==> src/rtl/multdiv_stall_unit.sv <==
// Iterative 32-bit signed multiply/divide unit with pipeline stall.
// Booth radix-2 multiply or restoring divide, 32 iterations, one-cycle ready pulse.
module multdiv_stall_unit (
  input  logic        clock,
  input  logic        resn,
  input  logic        ctrl_mult,
  input  logic        ctrl_div,
  input  logic [31:0] operandA,
  input  logic [31:0] operandB,
  output logic [31:0] data_result,
  output logic        data_exception,
  output logic        data_resultRDY,
  output logic        stall
);

  typedef enum logic [1:0] {StIdle, StMult, StDiv, StDone} state_e;

  state_e      state_q, state_d;
  logic [4:0]  cnt_q, cnt_d;
  logic [64:0] prod_q, prod_d;       // {acc, multiplier, q-1}
  logic [31:0] mcand_q, mcand_d;
  logic [31:0] divisor_q, divisor_d; // divisor magnitude
  logic [31:0] rem_q, rem_d;
  logic [31:0] quo_q, quo_d;         // dividend magnitude shifting out, quotient shifting in
  logic        q_neg_q, q_neg_d;
  logic        div_zero_q, div_zero_d;
  logic        div_ovf_q, div_ovf_d;
  logic [31:0] result_q, result_d;
  logic        exc_q, exc_d;

  logic        start_mult, start_div;
  logic [31:0] a_mag, b_mag;
  logic [32:0] acc_ext, mcand_ext, booth_sum;
  logic [64:0] booth_next;
  logic [32:0] div_shift, div_trial;
  logic [31:0] rem_next, quo_next;
  logic [31:0] quo_signed;

  assign start_mult = (state_q == StIdle) && ctrl_mult;
  assign start_div  = (state_q == StIdle) && ctrl_div && !ctrl_mult;

  assign a_mag = operandA[31] ? (32'd0 - operandA) : operandA;
  assign b_mag = operandB[31] ? (32'd0 - operandB) : operandB;

  // Accumulator is widened by one bit so that subtracting the most negative
  // multiplicand cannot wrap before the arithmetic shift.
  always_comb begin
    acc_ext   = {prod_q[64], prod_q[64:33]};
    mcand_ext = {mcand_q[31], mcand_q};
    unique case (prod_q[1:0])
      2'b01:   booth_sum = acc_ext + mcand_ext;
      2'b10:   booth_sum = acc_ext - mcand_ext;
      default: booth_sum = acc_ext;
    endcase
    booth_next = {booth_sum, prod_q[32:1]};
  end

  always_comb begin
    div_shift = {rem_q, quo_q[31]};
    div_trial = div_shift - {1'b0, divisor_q};
    if (!div_trial[32]) begin
      rem_next = div_trial[31:0];
      quo_next = {quo_q[30:0], 1'b1};
    end else begin
      rem_next = div_shift[31:0];
      quo_next = {quo_q[30:0], 1'b0};
    end
    quo_signed = q_neg_q ? (32'd0 - quo_next) : quo_next;
  end

  always_comb begin
    state_d    = state_q;
    cnt_d      = cnt_q;
    prod_d     = prod_q;
    mcand_d    = mcand_q;
    divisor_d  = divisor_q;
    rem_d      = rem_q;
    quo_d      = quo_q;
    q_neg_d    = q_neg_q;
    div_zero_d = div_zero_q;
    div_ovf_d  = div_ovf_q;
    result_d   = result_q;
    exc_d      = exc_q;

    unique case (state_q)
      StIdle: begin
        if (start_mult) begin
          state_d = StMult;
          cnt_d   = 5'd0;
          prod_d  = {32'd0, operandA, 1'b0};
          mcand_d = operandB;
        end else if (start_div) begin
          state_d    = StDiv;
          cnt_d      = 5'd0;
          rem_d      = 32'd0;
          quo_d      = a_mag;
          divisor_d  = b_mag;
          q_neg_d    = operandA[31] ^ operandB[31];
          div_zero_d = (operandB == 32'd0);
          div_ovf_d  = (operandA == 32'h8000_0000) && (operandB == 32'hFFFF_FFFF);
        end
      end
      StMult: begin
        prod_d = booth_next;
        cnt_d  = cnt_q + 5'd1;
        if (cnt_q == 5'd31) begin
          state_d  = StDone;
          result_d = booth_next[32:1];
          exc_d    = booth_next[64:33] != {32{booth_next[32]}};
        end
      end
      StDiv: begin
        rem_d = rem_next;
        quo_d = quo_next;
        cnt_d = cnt_q + 5'd1;
        if (cnt_q == 5'd31) begin
          state_d  = StDone;
          result_d = div_zero_q ? 32'd0 : quo_signed;
          exc_d    = div_zero_q | div_ovf_q;
        end
      end
      StDone: begin
        state_d = StIdle;
      end
    endcase
  end

  always_ff @(posedge clock or negedge resn) begin
    if (!resn) begin
      state_q    <= StIdle;
      cnt_q      <= 5'd0;
      prod_q     <= 65'd0;
      mcand_q    <= 32'd0;
      divisor_q  <= 32'd0;
      rem_q      <= 32'd0;
      quo_q      <= 32'd0;
      q_neg_q    <= 1'b0;
      div_zero_q <= 1'b0;
      div_ovf_q  <= 1'b0;
      result_q   <= 32'd0;
      exc_q      <= 1'b0;
    end else begin
      state_q    <= state_d;
      cnt_q      <= cnt_d;
      prod_q     <= prod_d;
      mcand_q    <= mcand_d;
      divisor_q  <= divisor_d;
      rem_q      <= rem_d;
      quo_q      <= quo_d;
      q_neg_q    <= q_neg_d;
      div_zero_q <= div_zero_d;
      div_ovf_q  <= div_ovf_d;
      result_q   <= result_d;
      exc_q      <= exc_d;
    end
  end

  // Stall drops in DONE so the latch advances on the edge that consumes the result.
  assign stall = (state_q == StMult) || (state_q == StDiv) ||
                 ((state_q == StIdle) && (ctrl_mult || ctrl_div));

  assign data_resultRDY = (state_q == StDone);
  assign data_result    = result_q;
  assign data_exception = exc_q;

endmodule

==> config.mk <==
export PLATFORM = sky130hd
export DESIGN_NAME = multdiv_stall_unit
export DESIGN_NICKNAME = d
export VERILOG_FILES = /design/src/rtl/multdiv_stall_unit.sv
export SDC_FILE = /design/constraint.sdc
export NUM_CORES = 1
export LEC_CHECK = 0
export ABC_CLOCK_PERIOD_IN_PS = 7540
export BUFFER_PORTS_ARGS = -buffer_cell sky130_fd_sc_hd__buf_2
export CORE_MARGIN = 1.5
export CORE_UTILIZATION = 59
export DETAILED_ROUTE_END_ITERATION = 6
export PLACE_DENSITY = 0.9
export RECOVER_POWER = 25
export SLEW_MARGIN = 10
export SYNTH_ARGS = -nofsm -noshare
export SYNTH_HDL_FRONTEND = slang
export SYNTH_SLANG_ARGS = --single-unit
export TNS_END_PERCENT = 20
==> constraint.sdc <==
create_clock -name clock -period 7.54 [get_ports clock]
set_input_delay 1.508 -clock clock [delete_from_list [all_inputs] [get_ports clock]]
set_output_delay 1.508 -clock clock [all_outputs]
set_load 0.02 [all_outputs]
==> results of run 1 <==
registers in the layout, indices dropped and copies added, names as in the netlist:
| signal | count |
|---|---|
| div_zero_q | 1 |
| q_neg_q | 1 |
| cnt_q | 5 |
| rem_q | 32 |
| divisor_q | 32 |
| mcand_q | 32 |
| state_q | 2 |
| quo_q | 32 |
| data_result | 32 |
| data_exception | 1 |
| div_ovf_q | 1 |
| prod_q | 65 |
per-layer routing:
metal  vias to the layer above  global-route usage
met4                         4               0.122
li1                       7415                   -
met1                      7746               0.446
met3                       148              0.0579
met5                         -                   0
met2                       929               0.511
layout by cell type, fill, tap and decap left out, drive strengths merged, types with 12 or more instances in the layout:
cell      n
o31ai    32
nand3    26
nand2b   25
o21ai   237
mux2i    67
a22o     13
clkbuf   40
xor2     87
xnor2    74
and3     17
nor2    161
o41ai    13
o22ai    13
nor4     23
a31oi    21
or3      12
nand2   261
nand4    20
buf     114
a21o     38
ha       76
o221ai   14
mux2     38
dfrtp   236
o211ai   21
o21a     27
inv      67
or4      31
a21oi   123
nor3     40
logic make-up after synthesis:
group	Yosys count
xor+xnor	161
flops	236
buf+inv	177
simple gates	663
fa+ha+maj	78
mux	105
compound gates	612
cell type report:
type	instances	area, sq um	share of cell area
Inverter	67	251	0.0134
Multi-Input combinational cell	1619	10500	0.562
Clock inverter	11	126	0.00674
Timing Repair Buffer	117	624	0.0333
Antenna cell	5	12.5	0.000667
Sequential cell	236	5910	0.315
Clock buffer	37	806	0.0430
Tap cell	384	480	0.0256
worst max-delay path: stages (launching register included):
cell and delay (ns):
dfrtp_1 0.44, nor4_1 0.56, nand2_1 0.17, nor4_1 0.66, a31oi_1 0.23, xnor2_1 0.26
ha_1 0.34, o21ai_0 0.17, a311oi_1 0.50, nand2_1 0.10, a21oi_1 0.17, mux2i_1 0.20
o211ai_1 0.16, a2111oi_0 0.52, and4bb_1 0.29, nand3_1 0.11, a2111oi_2 0.45, o2111ai_1 0.17
o21a_1 0.20
power by group:
group	switching (mW)	internal [mW]
Combinational	3.71	2.43
Sequential	0.582	1.79
Clock	0.557	0.816
worst max path at each step:
stage / end / slack [ns]
final: data_exception / 1.75
after detailed placement: data_exception / 1.89
after CTS: data_exception / 1.81
after global placement: data_exception / 2.12
after global routing: data_exception / 1.34
after floorplan: data_result[28] / 2.97
==> impl_metrics.py, run 1 <==
metrics = {
    "route": {
        "top_layer_used": "met5",
        "via_count": 16242,
        "wl_met1_um": 20300,
        "firstDrtPassIters": 7,
        "wl_met2_um": 22300,
        "viasPerCell": 6.56,
        "postRouteAntennaNets": 0,
        "drt_wl_total_um": 49400,
        "drt_iter0_drc": 1958,
        "route.met3.wl_um": 4980,
        "drcViolationCount": 0,
        "post_drt_wl_per_cell_um": 19.9,
    },
    "place": {
        "preCtsSetupSlack_ns": 1.89,
        "io_buffers": 102,
        "dp.cells": 2423,
        "hpwl_um": 34600,
        "dpl_cell_area_sq_mm": 0.0178,
        "gp_congestion": 0.978,
    },
    "yosys": {
        "synthesis.nets": 2178,
        "synth-main-ff-cell": "dfrtp_1",
        "seq_area_frac_synth": 0.345,
        "synth_compound_area_frac": 0.224,
        "synth_top_family_by_area": "compound AO/OA/AOI/OAI gates",
        "yosysUniqueCellTypes": 88,
        "synthArstFlopShare": 1.00,
        "netlist_area_sq_mm": 0.0171,
        "synthAdderAreaFrac": 0.0579,
        "synth.area.mux_share": 0.0642,
        "yosysMostFrequentCell": "nand2_1",
        "synth_cells": 2032,
        "synth_seq_cells": 236,
        "synth_xor_area_frac": 0.0824,
        "synth.area.top_cells": "dfrtp_1, o21ai_0, nand2_1, ha_1, xor2_1",
        "synth_largest_area_cell": "dfrtp_1",
        "synthTopCellsByCount": "nand2_1, dfrtp_1, o21ai_0, nor2_1, a21oi_1",
        "avgSynthCellArea_sq_um": 8.42,
        "yosys.area_share.simple": 0.186,
        "ys_warn_count": 0,
        "synth_edf_count": 0,
        "synth_top_area_frac": 0.345,
    },
    "status": {
        "outcome": "finished, violations left",
        "violations": "capacitance limit, slew limit",
    },
    "sta": {
        "skew_ns": 0.00966,
        "worst_pin_slew_ns": 1.80,
        "rsz0062_at_grt": "false",
        "min_period_ns": 5.79,
        "fmax_mhz": 173,
        "relSlewSlack": -0.203,
        "hold_violations": 0,
        "finalSetupViolations": 0,
        "slew_viol_final": 74,
        "fin_setup_tns_ns": 0,
        "setup_ws_ns": 1.75,
        "whs_ns": 0.476,
        "post-route-period-util": 0.768,
    },
    "setup_path": {
        "r2r_slack_ns": 1.75,
        "startpoint": "mcand_q[3]",
        "r2r_cells": 18,
        "arrival_ns": 6.23,
        "worstPathMaxFanout": 5,
        "r2r-end": "data_exception",
        "critical_path_class": "flip-flop to flip-flop",
        "worstSetupEndpointType": "flip-flop",
        "reg2reg_from": "mcand_q[3]",
        "startpoint_type": "flip-flop",
        "crit_required_ns": 7.98,
    },
    "global_route": {
        "grtUsageTotal": 0.324,
        "antenna_found_initial": 7,
        "grt_pass1_wl_um": 80100,
        "grt_max_degree": 101,
        "grt_overflow": 0,
        "grt_pass1_vias": 15341,
    },
    "floorplanning": {
        "coreArea_sq_mm": 0.0286,
        "die_w_um": 173,
        "die_h_um": 173,
        "die_area_sq_mm": 0.0300,
        "io_pins": 103,
        "initial_core_util": 0.598,
        "num_rows": 62,
    },
    "layout": {
        "nets": 2215,
        "fill_cells": 2220,
        "design_area_sq_mm": 0.0188,
        "layoutNonFillerInstCount": 2476,
        "layout-drive-gt1-share": 0.113,
        "area.growth.synth_to_final_pct": 9.55,
        "post-route-util": 0.655,
    },
    "power": {
        "power_density_mw_per_mm2": 527,
        "p_leak_nw": 8.27,
        "ir_worst_vdd_mv": 0.278,
        "total_power_mw": 9.89,
    },
    "worst_hold_path": {
        "hold_end": "divisor_q[14]",
        "hold_depth": 2,
        "hold_start": "divisor_q[14]",
        "worstHoldPathType": "flip-flop to flip-flop",
    },
    "clock_tree": {
        "clkTransAtPathRegs_ns": 0.06,
        "clk_latency_ns": 0.55,
        "clock_sinks": 236,
        "postCtsSetupBuffers": 0,
        "clk_path_buf_depth": 3,
        "cts_root_buffer": "clkbuf_16",
        "cts_tree": "yes",
        "numCtsBuffers": 28,
        "ctsHoldBuffers": 0,
        "cts_htree_levels": 1,
        "cts_resized": 0,
    },
    "run": {
        "cap_violations": 2,
    },
}
Power figures use the tool's default switching activity.
==> run 2: changes to the inputs <==
Settings changed: ABC_CLOCK_PERIOD_IN_PS 7540 to 5000, CORE_UTILIZATION 59 to 57.
Clock period 7.54 ns to 5 ns, I/O delays scaled along.
==> run 2 against run 1 <==
The flow still finishes with violations (capacitance limit, slew limit). Combinational power increased by 53%. Critical path type unchanged. Global-route usage shrank 0.90 points. Sequential share of layout area is 0.26 points lower. Power grew 51%. Highest routed layer unchanged. Critical path depth increased by 4.
==> impl_metrics.py, run 2 (synthesized netlist as in run 1, its figures left out) <==
metrics = {
    "clock_tree": {
        "cts_root_buffer": "clkbuf_16",
        "cts_tree": "yes",
        "clk_path_buf_depth": 3,
        "clk_latency_ns": 0.55,
        "ctsHoldBuffers": 0,
        "clock_sinks": 236,
        "cts_htree_levels": 1,
        "clkTransAtPathRegs_ns": 0.06,
        "numCtsBuffers": 27,
    },
    "layout": {
        "fill_cells": 2350,
        "area.growth.synth_to_final_pct": 10.5,
        "top_register": "prod_q",
        "layoutNonFillerInstCount": 2497,
        "layout_commonest_cell": "nand2_1",
        "most-common-layout-cells": "nand2_1, dfrtp_1, o21ai_0",
        "largest_reg_flops": 65,
        "nets": 2226,
        "layout-drive-gt1-share": 0.128,
    },
    "route": {
        "post_drt_wl_per_cell_um": 19.8,
        "postRouteAntennaNets": 0,
        "firstDrtPassIters": 5,
        "via_count": 16149,
        "drcViolationCount": 0,
        "drt_iter0_drc": 1504,
        "viasPerCell": 6.47,
        "drt_wl_total_um": 49500,
    },
    "sta": {
        "post-route-period-util": 0.971,
        "finalSetupViolations": 0,
        "hold_violations": 0,
        "rsz0062_at_grt": "true",
        "min_period_ns": 4.86,
        "slew_viol_final": 103,
        "skew_ns": 0.0201,
        "relSlewSlack": -0.770,
        "worst_pin_slew_ns": 2.65,
        "fmax_mhz": 206,
        "whs_ns": 0.480,
    },
    "global_route": {
        "grtUsageTotal": 0.315,
        "grt_max_degree": 103,
        "antenna_found_initial": 8,
        "grt_pass1_wl_um": 79300,
        "grt_overflow": 0,
        "grt_pass1_vias": 15197,
    },
    "floorplanning": {
        "die_h_um": 176,
        "coreArea_sq_mm": 0.0296,
        "die_area_sq_mm": 0.0311,
        "die_w_um": 176,
        "num_rows": 63,
        "io_pins": 103,
        "initial_core_util": 0.579,
    },
    "run": {
        "cap_violations": 1,
    },
    "status": {
        "violations": "capacitance limit, slew limit",
        "outcome": "finished, violations left",
    },
    "place": {
        "dp.cells": 2438,
        "hpwl_um": 35700,
        "io_buffers": 102,
        "gp_congestion": 0.964,
    },
    "setup_path": {
        "startpoint_type": "flip-flop",
        "crit_top_cell": "nand2b_1",
        "worstPathMaxFanout": 5,
        "crit_required_ns": 5.45,
        "cp_slowest_cell": "or4_1",
        "arrival_ns": 5.31,
        "path_cells": "inv_1 -> ha_1 -> fa_1 -> nor2b_1 -> o21a_1 -> o21ai_1 -> a21oi_2 -> a21oi_1 -> o21bai_2 -> and4_1 -> o21a_1 -> a211oi_4 -> inv_1 -> ha_1 -> nand2b_1 -> or4_1 -> nand2b_1 -> nand2b_1 -> o31ai_1 -> xnor2_1 -> nand2_1 -> a31oi_1",
        "worstSetupEndpointType": "flip-flop",
        "critical_path_class": "flip-flop to flip-flop",
        "slowest_delay_ns": 0.49,
    },
    "power": {
        "ir_worst_vdd_mv": 0.438,
        "power_density_mw_per_mm2": 791,
        "p_leak_nw": 8.35,
    },
    "worst_hold_path": {
        "worstHoldPathType": "flip-flop to flip-flop",
    },
}
-- run 2: cell count changes in the layout (fill, tap and decap cells not counted), moves of 3 or more --
cell	before	now
buf_4	13	25
clkinv_2	2	5
nor2_1	160	156
nor2_2	1	4
nor4_1	21	18
-- run 2: path summary, 6_finish.rpt --
| check | startpoint | endpoint | slack, ns | depth (start not counted) |
|---|---|---|---|---|
| max in group asynchronous | resn | quo_q[6] | 1.11 | 2 |
| worst min-delay path | divisor_q[22] | divisor_q[22] | 0.48 | 2 |
| worst max-delay path | quo_q[31] | data_result[28] | 0.14 | 22 |
| min in group asynchronous | resn | prod_q[53] | 1.27 | 1 |
| worst min register to register | divisor_q[22] | divisor_q[22] | 0.48 | 2 |
| worst max register to register | quo_q[31] | data_result[28] | 0.14 | 22 |
-- run 2: report_power, final --
| part | leakage [nW] | switching (mW) | total (mW) | internal [mW] |
|---|---|---|---|---|
| clock | 0.439 | 0.822 | 1.97 | 1.15 |
| combinational | 4.94 | 5.65 | 9.39 | 3.74 |
| sequential | 2.97 | 0.898 | 3.60 | 2.70 |
-- run 2: repair_timing --
item                                    CTS  global route
cloned                                    0             0
setup buffers                             0             3
endpoints found under the setup margin    1             9
pin swaps                                 0             7
resized for setup                         1            21
-- run 2: per-layer routing --
layer,track usage,part of all wire,vias up
met1,0.435,0.41,7749
met3,0.0584,0.094,148
met4,0.145,0.044,6
li1,-,-,7427
met2,0.479,0.45,819
met5,0,0.00083,-
-- run 2: area by class of cell --
cell class | instances | area, sq um | area share
repair buffers | 129 | 726 | 0.0384
flip-flops and latches | 236 | 5910 | 0.312
well taps | 390 | 488 | 0.0258
diodes | 6 | 15.0 | 0.000794
multi-input cells | 1619 | 10600 | 0.562
clock buffers | 38 | 787 | 0.0416
clock inverters | 12 | 105 | 0.00556
inverters | 67 | 251 | 0.0133
-- run 2: worst max-delay path, delay by kind of cell (launching register included) --
kind | cells | cell delay, ns
XOR/XNOR | 1 | 0.16
buffers and inverters | 2 | 0.20
AO/OA/AOI/OAI | 9 | 1.71
flip-flops | 1 | 0.34
adder cells (fa/ha/maj) | 3 | 0.79
AND/OR/NAND/NOR | 7 | 1.58
-- run 2: per-stage QoR --
step	TNS, ns	total power, mW	utilization	instance area, sq um	setup WS, ns
detailed placement	-0.0234	12.6	0.606	17900	-0.0234
global placement	0	12.3	0.606	17900	0.141
floorplan	0	10.4	-	17100	0.435
finish	0	15.0	0.640	18900	0.143
global route	-0.141	16.1	0.640	18900	-0.0536
CTS	0	14.7	0.636	18800	0.0405
==> run 3: changes to the inputs <==
Settings changed: CORE_ASPECT_RATIO set to 0.7.
==> run 3 against run 2 <==
Power is 2.4% higher. Utilization increased by 0.93 points. Final area is 0.26% higher. Sequential cell count is the same. Critical path type unchanged. Hold slack worse by 0.0035 ns. Fmax grew 1.8%. Critical endpoint is now data_result[24]. Routed wire length grew 3.7%. Largest cell class unchanged. The flow still finishes with violations (capacitance limit, slew limit). Largest power group unchanged.
==> impl_metrics.py, run 3 (synthesized netlist as in run 1, its figures left out) <==
metrics = {
    "status": {
        "outcome": "finished, violations left",
        "violations": "capacitance limit, slew limit",
    },
    "global_route": {
        "grt_max_degree": 130,
        "grt_busiest_layer": "met1",
        "grt_pass1_vias": 14944,
        "met3_usage": 0.0852,
        "grt_use_met2": 0.464,
        "use_met1": 0.490,
        "antenna_found_initial": 9,
        "grtUsageTotal": 0.328,
        "grt_overflow": 0,
        "grt_pass1_wl_um": 81700,
    },
    "worst_hold_path": {
        "hold_start": "divisor_q[18]",
        "hold_depth": 2,
        "worstHoldPathType": "flip-flop to flip-flop",
        "hold_end": "divisor_q[18]",
    },
    "floorplanning": {
        "coreArea_sq_mm": 0.0292,
        "die_w_um": 210,
        "die_h_um": 148,
        "die_area_sq_mm": 0.0311,
        "io_pins": 103,
        "num_rows": 52,
        "initial_core_util": 0.586,
    },
    "clock_tree": {
        "cts_htree_levels": 1,
        "ctsHoldBuffers": 0,
        "numCtsBuffers": 26,
        "cts_root_buffer": "clkbuf_16",
        "cts_tree": "yes",
        "clock_sinks": 236,
        "clkTransAtPathRegs_ns": 0.07,
        "clk_path_buf_depth": 3,
        "clk_latency_ns": 0.56,
    },
    "run": {
        "cap_violations": 1,
    },
    "layout": {
        "nets": 2227,
        "area.growth.synth_to_final_pct": 10.8,
        "top_register": "prod_q",
        "post-route-util": 0.649,
        "layout-drive-gt1-share": 0.130,
        "design_area_sq_mm": 0.0190,
        "most-common-layout-cells": "nand2_1, dfrtp_1, o21ai_0",
        "layoutNonFillerInstCount": 2486,
        "fill_cells": 2266,
        "layout_commonest_cell": "nand2_1",
        "largest_reg_flops": 65,
    },
    "route": {
        "post_drt_wl_per_cell_um": 20.7,
        "drt_iter0_drc": 1799,
        "via_count": 16285,
        "firstDrtPassIters": 5,
        "drt_wl_total_um": 51400,
        "drcViolationCount": 0,
        "postRouteAntennaNets": 0,
        "viasPerCell": 6.55,
    },
    "sta": {
        "slew_viol_final": 129,
        "hold_violations": 0,
        "min_period_ns": 4.77,
        "fin_setup_tns_ns": 0,
        "relSlewSlack": -1.27,
        "skew_ns": 0.0209,
        "fmax_mhz": 209,
        "worst_pin_slew_ns": 3.41,
        "whs_ns": 0.477,
        "post-route-period-util": 0.955,
        "finalSetupViolations": 0,
    },
    "setup_path": {
        "critical_path_class": "flip-flop to flip-flop",
        "startpoint_type": "flip-flop",
        "r2r_cells": 21,
        "reg2reg_from": "divisor_q[0]",
        "r2r_slack_ns": 0.23,
        "crit_required_ns": 5.43,
        "r2r-end": "data_result[24]",
        "arrival_ns": 5.21,
        "worstPathMaxFanout": 4,
        "worstSetupEndpointType": "flip-flop",
    },
    "power": {
        "p_leak_nw": 8.37,
        "power_density_mw_per_mm2": 808,
        "ir_worst_vdd_mv": 0.465,
    },
    "place": {
        "gp_congestion": 0.975,
        "hpwl_um": 36800,
        "dp.cells": 2430,
        "dpl_cell_area_sq_mm": 0.0179,
        "io_buffers": 102,
    },
}
run 3: changes by cell type in the layout (fill, tap and decap cells not counted), sizes merged:
cell,previous run,this run
buf,127,130
bufinv,1,3
clkbuf,40,34
diode,6,8
run 3: routing by layer:
metal | vias to the layer above | wire [um]
li1 | 7448 | -
met1 | 7790 | 22500
met2 | 932 | 21300
met3 | 113 | 6100
met4 | 2 | 1410
met5 | - | 19
run 3: final cells by class:
cell class / count / area [sq um] / share of cell area
clock buffer: 33 / 748 / 0.0395
timing repair buffer: 131 / 766 / 0.0404
antenna: 8 / 20.0 / 0.00106
clock inverter: 14 / 169 / 0.00891
multi-input combinational: 1619 / 10600 / 0.561
tap: 378 / 473 / 0.0249
inverter: 67 / 251 / 0.0133
sequential: 236 / 5910 / 0.311
run 3: power by group:
part / internal, mW / switching [mW]
clock: 1.22 / 0.853
combinational: 3.80 / 5.82
sequential: 2.70 / 0.931
total: 7.71 / 7.60
run 3: critical path: stages (launching register included):
cell and delay, ns:
dfrtp_1 0.38, ha_1 0.22, fa_1 0.41, nor2b_1 0.13, o21a_1 0.15, o21ai_1 0.12, a21oi_2 0.23, a21oi_1 0.16
o21bai_2 0.25, and4_2 0.31, o21a_1 0.19, a211oi_4 0.06, inv_1 0.12, ha_1 0.19, nand2b_1 0.12, or4_4 0.48
nand2b_1 0.22, nand2b_1 0.24, o21ai_0 0.22, xor2_1 0.17, o221ai_1 0.12, o21a_1 0.15
run 3: worst max-delay path by stage:
stage / startpoint / to / cells past startpoint
global route: mcand_q[3] / data_exception / 20
global placement: mcand_q[3] / data_exception / 20
CTS: mcand_q[3] / data_exception / 20
detailed placement: mcand_q[3] / data_exception / 20
finish: divisor_q[0] / data_result[24] / 21
floorplan: divisor_q[0] / data_result[28] / 23
run 3: per-stage QoR:
| step | setup WS, ns | total power [mW] |
|---|---|---|
| 2_1_floorplan | 0.435 | 10.4 |
| 3_3_place_gp | 0.215 | 12.4 |
| 3_5_place_dp | 0.165 | 12.8 |
| 4_1_cts | 0.129 | 15.0 |
| 5_1_grt | -0.0128 | 16.4 |
| 6_report | 0.227 | 15.3 |
run 3: timing repair:
action / 4_1_cts / 5_1_grt
setup buffers: 0 / 1
endpoints found under the setup margin: 0 / 10
resized for setup: 0 / 22
